[src/rtl/loopback_pkg.sv]
// rtl/loopback_pkg.sv - shared types and defaults for the buffered UART receiver
// Contents: receiver FSM state encoding, default OVERSAMPLE and FIFO_DEPTH,
//           received data width.
package loopback_pkg;

  typedef enum logic [1:0] {
    ST_IDLE  = 2'd0,
    ST_START = 2'd1,
    ST_DATA  = 2'd2,
    ST_STOP  = 2'd3
  } rx_state_t;

  localparam int DEFAULT_OVERSAMPLE = 16;
  localparam int DEFAULT_FIFO_DEPTH = 16;
  localparam int DATA_WIDTH         = 8;

endpackage

[src/rtl/rx_fifo.sv]
// rtl/rx_fifo.sv - first-word fall-through receive FIFO with registered flags
// Ports: clk, reset (async active-low); wr/wr_data push one byte; rd pops the
//        head; data_out is the head byte; data_present/half_full/full flags;
//        overrun pulses for one clk when a push is dropped.
module rx_fifo
  import loopback_pkg::*;
#(
  parameter int DEPTH = DEFAULT_FIFO_DEPTH
) (
  input  logic                  clk,
  input  logic                  reset,
  input  logic                  wr,
  input  logic [DATA_WIDTH-1:0] wr_data,
  input  logic                  rd,
  output logic [DATA_WIDTH-1:0] data_out,
  output logic                  data_present,
  output logic                  half_full,
  output logic                  full,
  output logic                  overrun
);

  localparam int AW = $clog2(DEPTH);
  localparam logic [AW:0]   FULL_CNT = DEPTH[AW:0];
  localparam logic [AW:0]   HALF_CNT = FULL_CNT >> 1;
  localparam logic [AW:0]   CNT_ONE  = {{AW{1'b0}}, 1'b1};
  localparam logic [AW-1:0] PTR_ONE  = {{(AW-1){1'b0}}, 1'b1};

  logic [DATA_WIDTH-1:0] mem [DEPTH];
  logic [AW-1:0]         wr_ptr;
  logic [AW-1:0]         rd_ptr;
  logic [AW-1:0]         rd_ptr_next;
  logic [AW:0]           count;
  logic [AW:0]           count_next;
  logic                  do_rd;
  logic                  do_wr;

  // A pop while full frees a slot in the same clk, so the push is accepted.
  always_comb begin
    do_rd       = rd && (count != '0);
    do_wr       = wr && ((count != FULL_CNT) || do_rd);
    rd_ptr_next = do_rd ? rd_ptr + PTR_ONE : rd_ptr;
    count_next  = count;
    if (do_wr && !do_rd) begin
      count_next = count + CNT_ONE;
    end else if (!do_wr && do_rd) begin
      count_next = count - CNT_ONE;
    end
  end

  always_ff @(posedge clk) begin
    if (do_wr) begin
      mem[wr_ptr] <= wr_data;
    end
  end

  always_ff @(posedge clk or negedge reset) begin
    if (!reset) begin
      wr_ptr       <= '0;
      rd_ptr       <= '0;
      count        <= '0;
      data_out     <= '0;
      data_present <= 1'b0;
      half_full    <= 1'b0;
      full         <= 1'b0;
      overrun      <= 1'b0;
    end else begin
      if (do_wr) begin
        wr_ptr <= wr_ptr + PTR_ONE;
      end
      rd_ptr       <= rd_ptr_next;
      count        <= count_next;
      overrun      <= wr && !do_wr;
      data_present <= (count_next != '0);
      half_full    <= (count_next >= HALF_CNT);
      full         <= (count_next == FULL_CNT);
      // Head register: bypass the incoming byte when it lands on the new head slot.
      if (count_next == '0) begin
        data_out <= '0;
      end else if (do_wr && (wr_ptr == rd_ptr_next)) begin
        data_out <= wr_data;
      end else begin
        data_out <= mem[rd_ptr_next];
      end
    end
  end

endmodule

[src/rtl/uart_rx_buffered.sv]
// rtl/uart_rx_buffered.sv - 8N1 UART receiver with oversampling FSM and receive FIFO
// Ports: clk, reset (async active-low); en_16_x_baud oversample tick;
//        serial_in raw RS-232 line; read_buffer pop strobe; data_out head byte;
//        buffer_data_present/buffer_half_full/buffer_full flags;
//        framing_error and overrun one-clk pulses.
module uart_rx_buffered
  import loopback_pkg::*;
#(
  parameter int FIFO_DEPTH = DEFAULT_FIFO_DEPTH,
  parameter int OVERSAMPLE = DEFAULT_OVERSAMPLE
) (
  input  logic                  clk,
  input  logic                  reset,
  input  logic                  en_16_x_baud,
  input  logic                  serial_in,
  input  logic                  read_buffer,
  output logic [DATA_WIDTH-1:0] data_out,
  output logic                  buffer_data_present,
  output logic                  buffer_half_full,
  output logic                  buffer_full,
  output logic                  framing_error,
  output logic                  overrun
);

  localparam int TW = $clog2(OVERSAMPLE);
  localparam int BW = $clog2(DATA_WIDTH);
  localparam logic [TW-1:0] LAST_TICK = TW'(OVERSAMPLE - 1);
  localparam logic [TW-1:0] HALF_TICK = TW'(OVERSAMPLE / 2 - 1);
  localparam logic [TW-1:0] TICK_ONE  = TW'(1);
  localparam logic [BW-1:0] LAST_BIT  = BW'(DATA_WIDTH - 1);
  localparam logic [BW-1:0] BIT_ONE   = BW'(1);

  logic                  sync_meta;
  logic                  sync_line;
  logic                  prev_sample;
  rx_state_t             state;
  logic [TW-1:0]         tick_cnt;
  logic [BW-1:0]         bit_cnt;
  logic [DATA_WIDTH-1:0] shift_reg;
  logic                  fifo_wr;

  always_ff @(posedge clk or negedge reset) begin
    if (!reset) begin
      sync_meta <= 1'b1;
      sync_line <= 1'b1;
    end else begin
      sync_meta <= serial_in;
      sync_line <= sync_meta;
    end
  end

  // Good stop bit: push the assembled byte in the same clk as the sample tick.
  assign fifo_wr = (state == ST_STOP) && en_16_x_baud && (tick_cnt == LAST_TICK) && sync_line;

  // prev_sample resets to 0 so a line that is low when reset releases cannot
  // look like a start edge; a genuine 1->0 transition is required. The same
  // rule keeps a held-low break from retriggering after its framing error.
  always_ff @(posedge clk or negedge reset) begin
    if (!reset) begin
      state         <= ST_IDLE;
      tick_cnt      <= '0;
      bit_cnt       <= '0;
      shift_reg     <= '0;
      prev_sample   <= 1'b0;
      framing_error <= 1'b0;
    end else begin
      framing_error <= 1'b0;
      if (en_16_x_baud) begin
        prev_sample <= sync_line;
        case (state)
          ST_IDLE: begin
            if (!sync_line && prev_sample) begin
              state    <= ST_START;
              tick_cnt <= '0;
            end
          end
          ST_START: begin
            if (tick_cnt == HALF_TICK) begin
              tick_cnt <= '0;
              bit_cnt  <= '0;
              state    <= sync_line ? ST_IDLE : ST_DATA;
            end else begin
              tick_cnt <= tick_cnt + TICK_ONE;
            end
          end
          ST_DATA: begin
            if (tick_cnt == LAST_TICK) begin
              tick_cnt  <= '0;
              shift_reg <= {sync_line, shift_reg[DATA_WIDTH-1:1]};
              if (bit_cnt == LAST_BIT) begin
                state <= ST_STOP;
              end else begin
                bit_cnt <= bit_cnt + BIT_ONE;
              end
            end else begin
              tick_cnt <= tick_cnt + TICK_ONE;
            end
          end
          ST_STOP: begin
            if (tick_cnt == LAST_TICK) begin
              tick_cnt      <= '0;
              framing_error <= !sync_line;
              state         <= ST_IDLE;
            end else begin
              tick_cnt <= tick_cnt + TICK_ONE;
            end
          end
          default: state <= ST_IDLE;
        endcase
      end
    end
  end

  rx_fifo #(
    .DEPTH(FIFO_DEPTH)
  ) u_fifo (
    .clk         (clk),
    .reset       (reset),
    .wr          (fifo_wr),
    .wr_data     (shift_reg),
    .rd          (read_buffer),
    .data_out    (data_out),
    .data_present(buffer_data_present),
    .half_full   (buffer_half_full),
    .full        (buffer_full),
    .overrun     (overrun)
  );

endmodule
[config.mk]
export PLATFORM = sky130hd
export DESIGN_NAME = uart_rx_buffered
export DESIGN_NICKNAME = d
export VERILOG_FILES = /design/src/rtl/loopback_pkg.sv /design/src/rtl/rx_fifo.sv /design/src/rtl/uart_rx_buffered.sv
export SDC_FILE = /design/constraint.sdc
export NUM_CORES = 1
export LEC_CHECK = 0
export BUFFER_PORTS_ARGS = -buffer_cell sky130_fd_sc_hd__buf_2
export CAP_MARGIN = 20
export CORE_UTILIZATION = 57
export DETAILED_ROUTE_END_ITERATION = 8
export PLACE_DENSITY = 0.76
export SLEW_MARGIN = 25
export SYNTH_ARGS = -nofsm -noshare
export SYNTH_HDL_FRONTEND = slang
export SYNTH_SLANG_ARGS = --single-unit
[constraint.sdc]
create_clock -name clk -period 2.8 [get_ports clk]
set_clock_uncertainty 0.2 [all_clocks]
set_input_delay 0.28 -clock clk [delete_from_list [all_inputs] [get_ports clk]]
set_output_delay 0.28 -clock clk [all_outputs]
set_load 0.01 [all_outputs]
# After elaboration in Yosys (flattened, before gate mapping)

Memories as Yosys holds them, arrays and structs flattened.
Index checks and enable logic that the tools add are counted.

Logic and storage cells: 88
Bits in writable memories: 128
Output and inout bits: 13
Register bits after elaboration: 46
Memories: 1

Memories:

| name       | depth | bits a word | read ports | clocked after Yosys merged registers in | wr ports | line          | text |
|---|---|---|---|---|---|---|---|
| u_fifo.mem | 16    | 8           | 1          | 0                                       | 1        | rx_fifo.sv:28 | `logic [DATA_WIDTH-1:0] mem [DEPTH];` |

Reductions and logical operators: 24
$add $sub $neg: 6
Eq/ne operators: 15
Mux-type cells: 25
$lt $le $gt $ge: 1

Operators with widths:

| operator                                                                             | count |
|---|---|
| 4-bit 2-to-1 mux                                                                     | 4 |
| 8-bit 2-to-1 mux                                                                     | 2 |
| 4-bit by 1-bit adder with 4-bit output (second input constant)                       | 3 |
| 2-bit 2-to-1 mux                                                                     | 6 |
| 4-bit case mux with 3 select lines                                                   | 1 |
| 1-bit logical AND                                                                    | 10 |
| 5-bit 2-to-1 mux                                                                     | 2 |
| 2-bit inequality test (second input constant)                                        | 5 |
| 5-bit nonzero test                                                                   | 2 |
| 3-bit 2-to-1 mux                                                                     | 3 |
| 2-bit case mux with 4 select lines                                                   | 1 |
| 3-bit case mux with 2 select lines                                                   | 1 |
| 6-bit AND reduction                                                                  | 1 |
| 5-bit by 1-bit adder with 5-bit output (second input constant)                       | 1 |
| 5-bit equality test (second input constant)                                          | 1 |
| 5-bit by 4-bit greater-or-equal comparator with 1-bit output (second input constant) | 1 |
| 5-bit logical NOT                                                                    | 1 |
| 1-bit 2-to-1 mux                                                                     | 5 |
| 5-bit inequality test (second input constant)                                        | 1 |
| 5-bit AND reduction                                                                  | 1 |
| 5-bit by 1-bit subtractor with 5-bit output (second input constant)                  | 1 |
| 2-bit equality test (second input constant)                                          | 2 |
| 4-bit by 3-bit equality test with 1-bit output (second input constant)               | 1 |
| 4-bit equality test                                                                  | 1 |
| other kinds (12)                                                                     | 14 |

# Depth between registers and ports, before layout

Depth after elaboration: 11
Gate-level depth with buffers: 12
Depth with buffers taken out: 9

# Modules after synthesis

Synthesis repeated with hierarchy kept, for this count alone.

Cell total of the unflattened synthesis: 639
Area, all modules: 8,643.3 sq um

Modules (own cells, without submodules):

| module           | area each (sq um) | sequential area each (sq um) | instances | cells each |
|---|---|---|---|---|
| rx_fifo          | 7,613.6           | 4,469.3                      | 1         | 559 |
| uart_rx_buffered | 1,029.7           | 528.0                        | 1         | 80 |

# Worst setup path after synthesis

No wires, ideal clock.

Path type: register to register
From: register u_fifo.count[0]
To: register u_fifo.data_out[0]
Path buffers: 1
Arrival time: 2.472 ns
Setup slack: 0.003 ns
Stages on the path, launching flop included: 11
Period minus slack after synthesis: 2.797 ns
Cells stage by stage: dfrtp_1 > inv_1 > ha_1 > or4b_1 > buf_6 > a2111oi_4 > a311oi_1 > a311o_1 > a31o_4 > nor2_8 > nor3_2

Word-level cells in the longest chain between the ends: 10
Elaborated cells on any way between the ends: 20

RTL lines:

| item                                                                                                | line          | text |
|---|---|---|
| from (decl)                                                                                         | rx_fifo.sv:32 | `logic [AW:0] count;` |
| from (signal assigned)                                                                              | rx_fifo.sv:71 | `count <= count_next;` |
| parallel branches: the longest is 7 deep, another holds 5-bit by 1-bit subtractor with 5-bit output | n/a           |  |
| 5-bit 2-to-1 mux (*)                                                                                | rx_fifo.sv:43 | `if (do_wr && !do_rd) begin` |
| named net u_fifo.count_next[2]                                                                      | rx_fifo.sv:33 | `logic [AW:0] count_next;` |
| 5-bit logical NOT (*)                                                                               | rx_fifo.sv:77 | `if (count_next == '0) begin` |
| 8-bit 2-to-1 mux (*)                                                                                | rx_fifo.sv:77 |  |
| to (signal assigned)                                                                                | rx_fifo.sv:80 | `data_out <= wr_data;` |
| to (signal assigned)                                                                                | rx_fifo.sv:82 | `data_out <= mem[rd_ptr_next];` |
| to (decl)                                                                                           | rx_fifo.sv:15 | `output logic [DATA_WIDTH-1:0] data_out,` |

Mark *: on every way through the listed nets, which the timed path passes.
A chain may end at the register's enable or synchronous reset.

# Final worst setup path

From: register u_fifo.count[1]
To: register u_fifo.data_out[1]

Word-level cells in the longest chain between the ends: 10
Elaborated cells on any way between the ends: 20

RTL lines:

| item                                                                           | line |
|---|---|
| parallel branches: the longest is 9 deep, another holds memory read 16 x 8 bit | n/a |
| 8-bit 2-to-1 mux (*)                                                           | rx_fifo.sv:77 |

Mark *: on every way between the ends.

==> impl_metrics.py <==
metrics = {
    "status": {
        "outcome": "complete, but fails checks",
        "violations": "negative setup slack",
    },
    "clocking": {
        "path_clk_slew_ns": 0.07,
        "htreeDepth": 4,
        "cts_tree": "built",
        "cts_sinks": 174,
        "root_buffer": "clkbuf_16",
        "clkLatencyLatePin_ns": 0.43,
        "cts_inserted_buffers": 17,
        "clock_path_buffers": 2,
    },
    "synth": {
        "synth_edf_count": 128,
        "synth_cell_types": 65,
        "synth.avg_cell_area_um2": 12.8,
        "ys.flop_type": "edfxtp_1",
        "syn-cell-area_um2": 8330,
        "synth-seq-cells": 174,
        "syn_nets": 663,
        "synth-async-reset-ratio_pct": 26.4,
        "synthCells": 648,
        "synth_warnings": 0,
        "ys_seq_area_share_pct": 60.0,
    },
    "global_routing": {
        "grt_max_degree": 38,
        "gr-max-usage-layer": "met2",
        "grtUsageMet3_pct": 5.58,
        "antenna_found_initial": 0,
        "use_met2_pct": 45.2,
        "met1_usage_pct": 40.5,
        "grtUsageTotal_pct": 29.3,
        "grt_pass1_vias": 5881,
        "grt_first_pass_wirelength_um": 32500,
        "gr-total-overflow": 0,
    },
    "cells_and_area": {
        "area_growth_pct": 18.4,
        "final_common_cell": "edfxtp_1",
        "final_layout_size_suffix_gt1_share_pct": 25.6,
        "largest_reg_flops": 128,
        "final_cells": 903,
        "mostFrequentLayoutCells": "128 x edfxtp_1, 67 x o221ai_1, 58 x buf_4",
        "n_antenna_cell": 0,
        "fin_nets": 725,
    },
    "worst_setup_path": {
        "crit_path_end_kind": "flop",
        "cp_slowest_cell": "or4b_4",
        "crit_path_cell_trace": "inv_2, ha_4, or4b_4, buf_6, nand3_4, buf_12, clkbuf_16, o22ai_1, o21ai_2, a32oi_2, and4b_1, nor3_2",
        "worst-setup-path-type": "flop to flop",
        "critical_path_arrival_ns": 2.95,
        "crit_fanout": 6,
        "worstPathRequired_ns": 2.94,
        "start_kind": "flop",
        "cpPeakStageDelay_ns": 0.46,
    },
    "timing": {
        "setup_ws_ns": -0.00820,
        "whs_ns": 0.155,
        "layout_min_cycle_time_ns": 2.81,
        "rsz0062_at_grt": "yes",
        "worst_pin_slew_ns": 1.04,
        "max-slew-margin-rel_pct": 30.4,
        "fmax_mhz": 356,
        "finalHoldViolations": 0,
        "setup_viol": 1,
        "finalCritPeriodShare_pct": 100,
        "slew_violations": 0,
    },
    "place": {
        "place_congestion": 0.821,
        "port_buffers": 17,
        "dp_hpwl_um": 13200,
        "place_inst": 856,
    },
    "drt": {
        "wirelength_um": 21400,
        "post-route-drc-count": 0,
        "wire_per_inst_um": 23.7,
        "vias": 6275,
        "drt_iter0_markers": 881,
        "via_per_inst": 6.95,
        "dr.pass1.iters": 5,
        "drtAntennaViolNets": 0,
    },
    "floorplan": {
        "std_cell_rows": 43,
        "start_util_pct": 59.3,
        "ios": 18,
        "die-area_um2": 15100,
        "die_x_um": 123,
        "core_um2": 14000,
        "die_h_um": 123,
    },
    "min_path": {
        "min_path_type": "input port to asynchronous set/reset pin",
    },
    "flow_run": {
        "cap_viol_max_count": 0,
    },
    "power_and_ir_drop": {
        "vdd_drop_max_v": 0.000473,
        "powerDensity_nw_per_um2": 1060,
        "p_leak_nw": 3.61,
    },
}
cell type report:
class	count	area (um2)
clock inverter	12	82.6
multi-input combinational	408	3170
inverter	12	45.0
clock buffer	20	457
timing repair buffer	97	882
fill	897	4180
tap	180	225
sequential	174	5000
synth_stat cells (all sizes together), types with 2 or more instances:
master | instances | area share [%]
nand2b | 5 | 0.38
xnor3 | 2 | 0.54
a21oi | 12 | 0.72
o22ai | 44 | 3.3
nor3 | 18 | 1.6
a211o | 7 | 0.74
a31oi | 3 | 0.23
nand4 | 5 | 0.38
and2 | 3 | 0.23
o21ai | 45 | 2.7
a32oi | 6 | 0.63
and4b | 7 | 0.84
or3 | 2 | 0.15
nor4 | 4 | 0.48
or4 | 2 | 0.18
mux4 | 5 | 1.4
edfxtp | 128 | 46
nand3 | 14 | 0.90
o221ai | 71 | 7.5
and3 | 3 | 0.23
dfrtp | 44 | 13
xnor2 | 8 | 0.84
o31a | 2 | 0.21
ha | 10 | 1.5
or2 | 3 | 0.23
o21a | 10 | 0.90
nor2 | 26 | 1.4
nand2 | 30 | 1.4
dfstp | 2 | 0.63
or4b | 2 | 0.24
nand4b | 3 | 0.32
xor2 | 3 | 0.32
clkbuf | 29 | 1.3
nor2b | 13 | 0.98
buf | 26 | 1.8
a31o | 2 | 0.32
inv | 12 | 0.54
mux2 | 11 | 1.5
o211ai | 2 | 0.18
mux2i | 9 | 1.1
power by group:
part	internal, mW	total [mW]	switching (mW)
Combinational	2.31	5.13	2.82
Clock	1.18	2.16	0.980
Sequential	2.95	3.12	0.176
Total	6.44	10.4	3.97
repair_timing:
item,4_1_cts,5_1_grt
pin swaps,11,18
endpoints found under the hold margin,23,0
gates resized for setup,9,28
gates cloned,2,3
endpoints found under the setup margin,9,41
hold buffers,3,0
buffers inserted,3,4
routing by layer:
metal / routed length (um) / share of wire, %
met1: 8530 / 40
met2: 10100 / 47
met3: 2190 / 10
met4: 576 / 2.7
met5: 0 / 0
path summary, 6_finish.rpt:
path                       depth (start not counted)            endpoint  slack, ns       startpoint
setup / recovery                                  12  u_fifo.data_out[1]     -0.008  u_fifo.count[1]
hold / removal                                     2         tick_cnt[1]       0.16            reset
setup reg to reg                                  12  u_fifo.data_out[1]     -0.008  u_fifo.count[1]
hold reg to reg                                    0           sync_line       0.16        sync_meta
max in group asynchronous                          3           sync_line       1.57            reset
min in group clk                                   0           sync_line       0.16        sync_meta
worst max-delay path: cells and delay by family (launching register included):
kind            cells  cell delay [ns]
compound gates      3             0.43
fa+ha+maj           1             0.15
buf+inv             4             0.54
flops               1             0.38
simple gates        4             1.01
per-stage QoR:
| step | instance area, um2 | setup TNS [ns] | utilization [%] | worst slack [ns] | power [mW] |
|---|---|---|---|---|---|
| 6_report | 9860 | -0.00820 | 70.2 | -0.00820 | 10.4 |
| 4_1_cts | 9660 | -0.0348 | 68.8 | -0.0136 | 9.91 |
| 2_1_floorplan | 8330 | 0 | - | 0.00255 | 6.14 |
| 3_3_place_gp | 8960 | -0.489 | 63.8 | -0.0574 | 7.36 |
| 5_1_grt | 9860 | -0.384 | 70.2 | -0.0750 | 10.9 |
| 3_5_place_dp | 8980 | -1.12 | 64.0 | -0.146 | 7.54 |
cells by family (layout without fill, tap and decap cells):
kind of cell | after synthesis | count (layout) | synth area share (%)
flops | 174 | 174 | 60.0
simple gates | 142 | 143 | 10.2
fa+ha+maj | 10 | 10 | 1.50
mux | 25 | 25 | 3.92
buf+inv | 67 | 141 | 3.61
compound gates | 217 | 217 | 19.0
xor+xnor | 13 | 13 | 1.70
No activity file was read; power rests on OpenSTA's default activity.
